$ cat src/rtl/bp_common_pkg.sv
`default_nettype none
// ============================================================================
//  Module   : bp_common_pkg
//  Purpose  : Shared types for the cache request arbiter slice. Holds the
//             arbiter state enum and owner encodings.
//  Revision : 1.0 - initial release
// ============================================================================
package bp_common_pkg;

    // Arbiter FSM: idle (grant), metadata forwarding (one cycle), wait for
    // completion.
    typedef enum logic [1:0] {
        e_idle = 2'd0,
        e_meta = 2'd1,
        e_wait = 2'd2
    } bp_cache_req_arb_state_e;

    // Owner encoding published on owner_o.
    localparam logic c_owner_icache = 1'b0;
    localparam logic c_owner_dcache = 1'b1;

endpackage : bp_common_pkg
`default_nettype wire

$ cat src/rtl/bp_cache_req_arb_grant.sv
`default_nettype none
// ============================================================================
//  Module   : bp_cache_req_arb_grant
//  Purpose  : One-hot grant between the I$ (bit 0) and D$ (bit 1) miss
//             requests.
//  Config   : BP_CACHE_REQ_ARB_RR_EN defined  -> round-robin grant using the
//                                                "last grant was D$" pointer.
//             BP_CACHE_REQ_ARB_RR_EN undefined -> fixed priority, D$ > I$.
//  Ports    : reqs_v           - request valids {D$, I$}
//             last_dcache      - (RR only) pointer, 1 = last grant went to D$
//             yumi             - (RR only) the granted request was accepted
//             next_last_dcache - (RR only) pointer value for the next cycle
//             grant            - one-hot grant {D$, I$}, zero when no request
//  Revision : 1.0 - initial release
// ============================================================================
module bp_cache_req_arb_grant (
    input  logic [1:0] reqs_v,
    output logic [1:0] grant
`ifdef BP_CACHE_REQ_ARB_RR_EN
    ,
    input  logic       last_dcache,
    input  logic       yumi,
    output logic       next_last_dcache
`endif
);

`ifdef BP_CACHE_REQ_ARB_RR_EN
    always_comb begin
        grant = reqs_v;
        // Contention: the side that did not win last time gets the grant.
        if (reqs_v == 2'b11) begin
            grant = last_dcache ? 2'b01 : 2'b10;
        end
        // Pointer only moves when a grant is actually consumed.
        next_last_dcache = yumi ? grant[1] : last_dcache;
    end
`else
    // D$ always wins; I$ may starve while D$ keeps missing.
    always_comb begin
        grant[1] = reqs_v[1];
        grant[0] = reqs_v[0] & ~reqs_v[1];
    end
`endif

endmodule : bp_cache_req_arb_grant
`default_nettype wire

$ cat src/rtl/bp_cache_req_arbiter.sv
`default_nettype none
// ============================================================================
//  Module   : bp_cache_req_arbiter
//  Purpose  : Shares one cache-service engine between the I$ and D$ miss
//             paths. Grants one miss at a time, forwards the owner's request
//             (combinationally, in idle) and metadata (the cycle after
//             acceptance), routes the completion strobe to the owner and
//             publishes the owner for fill steering.
//  Config   : BP_CACHE_REQ_ARB_RR_EN - round-robin grant when defined,
//             fixed D$ > I$ priority otherwise.
//  Ports    : clk_i, reset_i (async, active-high)
//             icache_req_*/dcache_req_* - upstream request, metadata,
//                                         ready and completion per side
//             cache_req_*               - downstream engine request,
//                                         metadata, ready and completion
//             owner_o / owner_v_o       - current owner (0=I$, 1=D$), valid
//  Revision : 1.0 - initial release
// ============================================================================
module bp_cache_req_arbiter
    import bp_common_pkg::*;
#(
    parameter int req_width_p          = 32,
    parameter int req_metadata_width_p = 16
) (
    input  logic                            clk_i,
    input  logic                            reset_i,

    input  logic [req_width_p-1:0]          icache_req_i,
    input  logic                            icache_req_v_i,
    output logic                            icache_req_ready_o,
    input  logic [req_metadata_width_p-1:0] icache_req_metadata_i,
    input  logic                            icache_req_metadata_v_i,
    output logic                            icache_req_complete_o,

    input  logic [req_width_p-1:0]          dcache_req_i,
    input  logic                            dcache_req_v_i,
    output logic                            dcache_req_ready_o,
    input  logic [req_metadata_width_p-1:0] dcache_req_metadata_i,
    input  logic                            dcache_req_metadata_v_i,
    output logic                            dcache_req_complete_o,

    output logic [req_width_p-1:0]          cache_req_o,
    output logic                            cache_req_v_o,
    input  logic                            cache_req_ready_i,
    output logic [req_metadata_width_p-1:0] cache_req_metadata_o,
    output logic                            cache_req_metadata_v_o,
    input  logic                            cache_req_complete_i,

    output logic                            owner_o,
    output logic                            owner_v_o
);

    bp_cache_req_arb_state_e r_state;
    bp_cache_req_arb_state_e w_state_next;

    logic       r_owner;
    logic [1:0] w_reqs_v;
    logic [1:0] w_grant;
    logic       w_accept;
    logic       w_sel_dcache;

    assign w_reqs_v = {dcache_req_v_i, icache_req_v_i};

`ifdef BP_CACHE_REQ_ARB_RR_EN
    // 1 = last grant went to D$; resets so that I$ wins the first contention.
    logic r_last_dcache;
    logic w_next_last_dcache;

    bp_cache_req_arb_grant u_grant (
        .reqs_v           (w_reqs_v),
        .grant            (w_grant),
        .last_dcache      (r_last_dcache),
        .yumi             (w_accept),
        .next_last_dcache (w_next_last_dcache)
    );

    always_ff @(posedge clk_i or posedge reset_i) begin
        if (reset_i) begin
            r_last_dcache <= 1'b1;
        end else begin
            r_last_dcache <= w_next_last_dcache;
        end
    end
`else
    bp_cache_req_arb_grant u_grant (
        .reqs_v (w_reqs_v),
        .grant  (w_grant)
    );
`endif

    // ------------------------------------------------------------------
    // State and owner registers
    // ------------------------------------------------------------------
    always_ff @(posedge clk_i or posedge reset_i) begin
        if (reset_i) begin
            r_state <= e_idle;
        end else begin
            r_state <= w_state_next;
        end
    end

    always_ff @(posedge clk_i or posedge reset_i) begin
        if (reset_i) begin
            r_owner <= c_owner_icache;
        end else if (w_accept) begin
            r_owner <= w_grant[1];
        end
    end

    // ------------------------------------------------------------------
    // Next state and handshake outputs
    // ------------------------------------------------------------------
    always_comb begin
        w_state_next           = r_state;
        w_accept               = 1'b0;
        cache_req_v_o          = 1'b0;
        icache_req_ready_o     = 1'b0;
        dcache_req_ready_o     = 1'b0;
        cache_req_metadata_v_o = 1'b0;
        icache_req_complete_o  = 1'b0;
        dcache_req_complete_o  = 1'b0;

        case (r_state)
            e_idle: begin
                cache_req_v_o      = |w_reqs_v;
                icache_req_ready_o = w_grant[0] & cache_req_ready_i;
                dcache_req_ready_o = w_grant[1] & cache_req_ready_i;
                w_accept           = cache_req_v_o & cache_req_ready_i;
                if (w_accept) begin
                    w_state_next = e_meta;
                end
            end

            e_meta: begin
                cache_req_metadata_v_o = r_owner ? dcache_req_metadata_v_i
                                                 : icache_req_metadata_v_i;
                icache_req_complete_o  = ~r_owner & cache_req_complete_i;
                dcache_req_complete_o  =  r_owner & cache_req_complete_i;
                // A completion this early skips the wait state entirely.
                w_state_next = cache_req_complete_i ? e_idle : e_wait;
            end

            e_wait: begin
                icache_req_complete_o = ~r_owner & cache_req_complete_i;
                dcache_req_complete_o =  r_owner & cache_req_complete_i;
                if (cache_req_complete_i) begin
                    w_state_next = e_idle;
                end
            end

            default: begin
                w_state_next = e_idle;
            end
        endcase
    end

    // ------------------------------------------------------------------
    // Data muxes
    // ------------------------------------------------------------------
    // In idle the request follows the live grant; afterwards it follows the
    // latched owner so the engine sees a stable value.
    assign w_sel_dcache = (r_state == e_idle) ? w_grant[1] : r_owner;

    assign cache_req_o          = w_sel_dcache ? dcache_req_i : icache_req_i;
    assign cache_req_metadata_o = r_owner ? dcache_req_metadata_i
                                          : icache_req_metadata_i;

    assign owner_o   = r_owner;
    assign owner_v_o = (r_state != e_idle);

    // ------------------------------------------------------------------
    // Checks
    // ------------------------------------------------------------------
    a_single_ready : assert property (@(posedge clk_i) disable iff (reset_i)
        !(icache_req_ready_o && dcache_req_ready_o));

    a_single_complete : assert property (@(posedge clk_i) disable iff (reset_i)
        !(icache_req_complete_o && dcache_req_complete_o));

    // A completion strobe while idle is dropped. The engine may legitimately
    // emit one after a mid-miss reset, so it is recorded rather than treated
    // as an error.
    c_dropped_complete : cover property (@(posedge clk_i) disable iff (reset_i)
        (r_state == e_idle) && cache_req_complete_i);

endmodule : bp_cache_req_arbiter
`default_nettype wire

$ cat config.mk
export PLATFORM = sky130hd
export DESIGN_NAME = bp_cache_req_arbiter
export DESIGN_NICKNAME = d
export VERILOG_FILES = /design/src/rtl/bp_common_pkg.sv /design/src/rtl/bp_cache_req_arb_grant.sv /design/src/rtl/bp_cache_req_arbiter.sv
export SDC_FILE = /design/constraint.sdc
export NUM_CORES = 1
export LEC_CHECK = 0
export ABC_AREA = 1
export BUFFER_PORTS_ARGS = -buffer_cell sky130_fd_sc_hd__buf_2
export CORE_AREA = 2 2 62 64
export DETAILED_ROUTE_END_ITERATION = 12
export DIE_AREA = 0 0 64 66
export MAX_ROUTING_LAYER = met4
export PLACE_DENSITY_LB_ADDON = 0.12
export SETUP_SLACK_MARGIN = 0.2
export SLEW_MARGIN = 15
export SYNTH_ARGS = -nofsm -noshare
export SYNTH_HDL_FRONTEND = slang
export SYNTH_SLANG_ARGS = --single-unit
$ cat constraint.sdc
create_clock -name clk_i -period 4 [get_ports clk_i]
set_input_delay 0.8 -clock clk_i [delete_from_list [all_inputs] [get_ports clk_i]]
set_output_delay 0.8 -clock clk_i [all_outputs]
set_load 0.01 [all_outputs]
# Yosys cells after proc, flatten, opt, wreduce, memory -nomap -nowiden
# Index checks and enable logic that the tools add are counted.
# totals
ff_bits,3
input_bits,104
output_inout_bits,56
word_cells,34
# classes
eq_ne,4
n_mux,15
bitwise,8
n_reduce_logical,5
# op_table
cell,count
two-way mux 32 bit,1
two-way mux 16 bit,1
two-way mux 1 bit,9
bitwise AND 1 bit,6
two-way mux 2 bit,3
one-hot mux 2 bit (3 select lines),1
!= test 2 bit (second input constant),2
OR reduction 2 bit,2
equality test 2 x 1 -> 1 bit (second input constant),1
equality test 2 bit (second input constant),1
logical NOT 2 bit,1
inverter 1 bit,2
AND reduction 2 bit,1
nonzero test 2 bit,1

# Depth between registers and ports, before layout
# depth
word_depth,4
mapped_depth,7
ltp_nobuf,6

# Modules after synthesis
# A second synthesis with hierarchy kept.
# hier_totals
hier_cells,201
hier_area_um2,940.9
# modules_own_cells
mod,n_inst,cells_each,area_per_inst_um2,seq_area_each_um2
bp_cache_req_arbiter,1,198,923.4,75.1
bp_cache_req_arb_grant,1,3,17.5,0.0

# Least setup slack after synthesis
# Ideal clock, no wire load.
# synth_timing
kind,input to output
from,in dcache_req_v_i
to,out cache_req_o[0]
t_arrival_ns,1.419
required_ns,3.200
setup_slack_ns,1.781
cell_stages,4
path_buffers,1
cell_sequence,nand2_1 -> o21ai_4 -> buf_4 -> o21ai_0
# synth_between
elab_chain_len,2
# synth_lines
element,line,text
from (decl),bp_cache_req_arbiter.sv:36,"input logic dcache_req_v_i,"
two-way mux 1 bit,bp_cache_req_arbiter.sv:162,assign w_sel_dcache = (r_state == e_idle) ? w_grant[1] : r_owner;
two-way mux 32 bit,bp_cache_req_arbiter.sv:164,assign cache_req_o = w_sel_dcache ? dcache_req_i : icache_req_i;
to (decl),bp_cache_req_arbiter.sv:42,"output logic [req_width_p-1:0] cache_req_o,"
# Every way passes these cells.

# Worst setup path in the final report
# layout_timing
from,reg r_owner (netlist: owner_o)
to,out cache_req_o[19]
# layout_between
elab_chain_len,2
# layout_lines
element,line,text
from (decl),bp_cache_req_arbiter.sv:56,logic r_owner;
from (signal assigned),bp_cache_req_arbiter.sv:104,r_owner <= c_owner_icache;
from (signal assigned),bp_cache_req_arbiter.sv:106,r_owner <= w_grant[1];
two-way mux 1 bit,bp_cache_req_arbiter.sv:162,
two-way mux 32 bit,bp_cache_req_arbiter.sv:164,
# Every way passes these cells.

==> qor.yml <==
status: "completed"
worst_setup_path_end_kind: "primary output"
holdWs_ns: 0.424
power.leakage_nw: 1.26
grt_use_met3: 0.0375
final_cell_area_um2: 1770
drive_gt1_frac: 0.473
gp_congestion: 0.750
critPathSlowestCell: "o21ai_4"
root_buffer: "clkbuf_4"
clock_sinks: 3
post_cts_buffers: 0
synth_edf_count: 0
syn-num-nets: 304
async_reset_ff_frac: 1.00
clk_pin_slew_ns: 0.04
cp_slowest_stage_delay_ns: 0.42
p_clk_frac: 0.051
grt_usage: 0.157
netlist_instances: 196
cts_tree: "yes"
met1_usage: 0.165
rows: 22
timing_hold_violations_final: 0
arrival_ns: 1.96
nets: 460
pwr-share-seq: 0.050
critPathTopFamily: "buffers and inverters"
setup_viol: 0
worstPathRequired_ns: 3.20
final_common_cell: "buf_2"
fin_crit_sh: 0.690
worstSetupStartpointType: "flop"
cts.path.max_buffers: 2
clk_latency_ns: 0.23
fp.dieW_um: 64
grt_setup_unrepaired: "no"
p_per_area_nw_per_um2: 598
maxSlewHeadroom: 0.702
start_util: 0.260
grtUsageMet2: 0.296
ctsHoldBuffers: 0
switching_power_mw: 0.601
dr.pass1.iters: 4
internal_power_mw: 0.461
io-pin-count: 160
p_sw_frac: 0.566
antenna_found_initial: 0
wire_per_inst_um: 8.92
num_vias: 1622
synth.distinct_cells: 17
drc_errors: 0
htree_levels: 1
die-area_um2: 4220
max_freq_mhz: 362
skew_ns: 0.00121
synth_area_per_cell_um2: 4.71
portBuffers: 159
place_area_um2: 1730
maxCapViolCount: 0
pwr-share-comb: 0.899
vias_per_cell: 4.07
die_y_um: 66
numCtsBuffers: 3
yosysSeqAreaShare: 0.0813
grt_pass1_wl_um: 5350
syn2layout_area_growth_pct: 92.1
grt_max_degree: 65
layout_common_cells: "159 x buf_2, 89 x nand2_1, 43 x inv_1"
worst_pin_slew_ns: 0.446
path_cells: "buf_4 > inv_2 > o21ai_4 > buf_12 > nand2_1 > o21ai_0 > buf_2"
crit_buf_inv: 4
cts_resized: 0
grt_overflow: 0
hold_class: "in -> async"
dpl.hpwl_um: 3030
drt_iter0_markers: 23
coreArea_um2: 3550
busiest_layer: "met2"
synth_ff_type: "dfrtp_1"
finalWirelength_um: 3560
fin_setup_tns_ns: 0
grt_pass1_vias: 1393
ys_ff_latch: 3
drtAntennaViolNets: 0
ir_worst_vdd_mv: 0.299
yosys_warnings: 0
pre_cts_ws_ns: 1.02
n_antenna_cell: 0
layout_min_cycle_time_ns: 2.76
slew_violations: 0
crit_fanout: 47
syn-cell-area_um2: 923
path_class: "reg -> out"
setup_slack_ns: 1.24
path summary, 6_finish.rpt:
| kind | from | endpoint | slack, ns | cells after the start |
|---|---|---|---|---|
| min | reset_i | r_state[1] | 0.42 | 2 |
| max in group asynchronous | reset_i | r_state[0] | 3.45 | 2 |
| max | owner_o | cache_req_o[19] | 1.24 | 7 |
| min reg2reg | r_state[0] | r_state[0] | 0.50 | 2 |
| min in group clk_i | r_state[0] | r_state[0] | 0.50 | 2 |
| max reg2reg | r_state[1] | owner_o | 2.86 | 5 |
cells in the mapped netlist, types with 3 or more instances:
| cell type | n | area, um^2 |
|---|---|---|
| dfrtp_1 | 3 | 75.1 |
| inv_1 | 43 | 161 |
| nor3_1 | 3 | 15.0 |
| buf_2 | 5 | 25.0 |
| buf_4 | 4 | 30.0 |
| nand2_1 | 89 | 334 |
| ha_1 | 4 | 50.1 |
| nor2_1 | 4 | 15.0 |
| o21ai_0 | 33 | 165 |
power groups by stage:
stage	Clock [mW]	Combinational, mW	Sequential [mW]
6_report	0.0537	0.955	0.0532
5_1_grt	0.0580	1.09	0.0562
4_1_cts	0.0566	0.948	0.0532
3_5_place_dp	0	0.945	0.0538
3_3_place_gp	0	0.942	0.0541
2_1_floorplan	0	0.602	0.0562
routing by layer:
layer  vias up  wire length (um)
li1        888                 -
met1       632              1330
met2        98              1740
met3         4               467
met4         0                25
met5         -                 0
cells by family after synthesis:
family	synth area share
and+or+nand+nor	0.406
DFF	0.0813
AOI/OAI and AO/OA	0.215
adders and majority gates	0.0542
buffers and inverters	0.243
registers in the layout, indices dropped and copies added (netlist names):
| signal | count |
|---|---|
| owner_o | 1 |
| r_state | 2 |
worst reg2reg max path: stages (launching register included):
cell      delay (ns)
dfrtp_1         0.39
inv_1           0.11
ha_1            0.18
inv_1           0.08
nor3_1          0.18
o21bai_1        0.14
per-stage QoR:
stage / utilization / power (mW) / cells
final: 0.500 / 1.06 / 399
after global routing: 0.500 / 1.20 / 399
after CTS: 0.494 / 1.06 / 398
after detailed placement: 0.487 / 0.999 / 394
after global placement: 0.487 / 0.996 / 394
after floorplan: - / 0.658 / 196
final cells by class:
class	count	area [um^2]
fillers	382	1780
repair buffers	161	823
multi-input cells	139	624
inverters	44	165
flip-flops and latches	3	75.1
well taps	48	60.1
clock buffers	4	26.3
(Power assumes the default switching activity.)
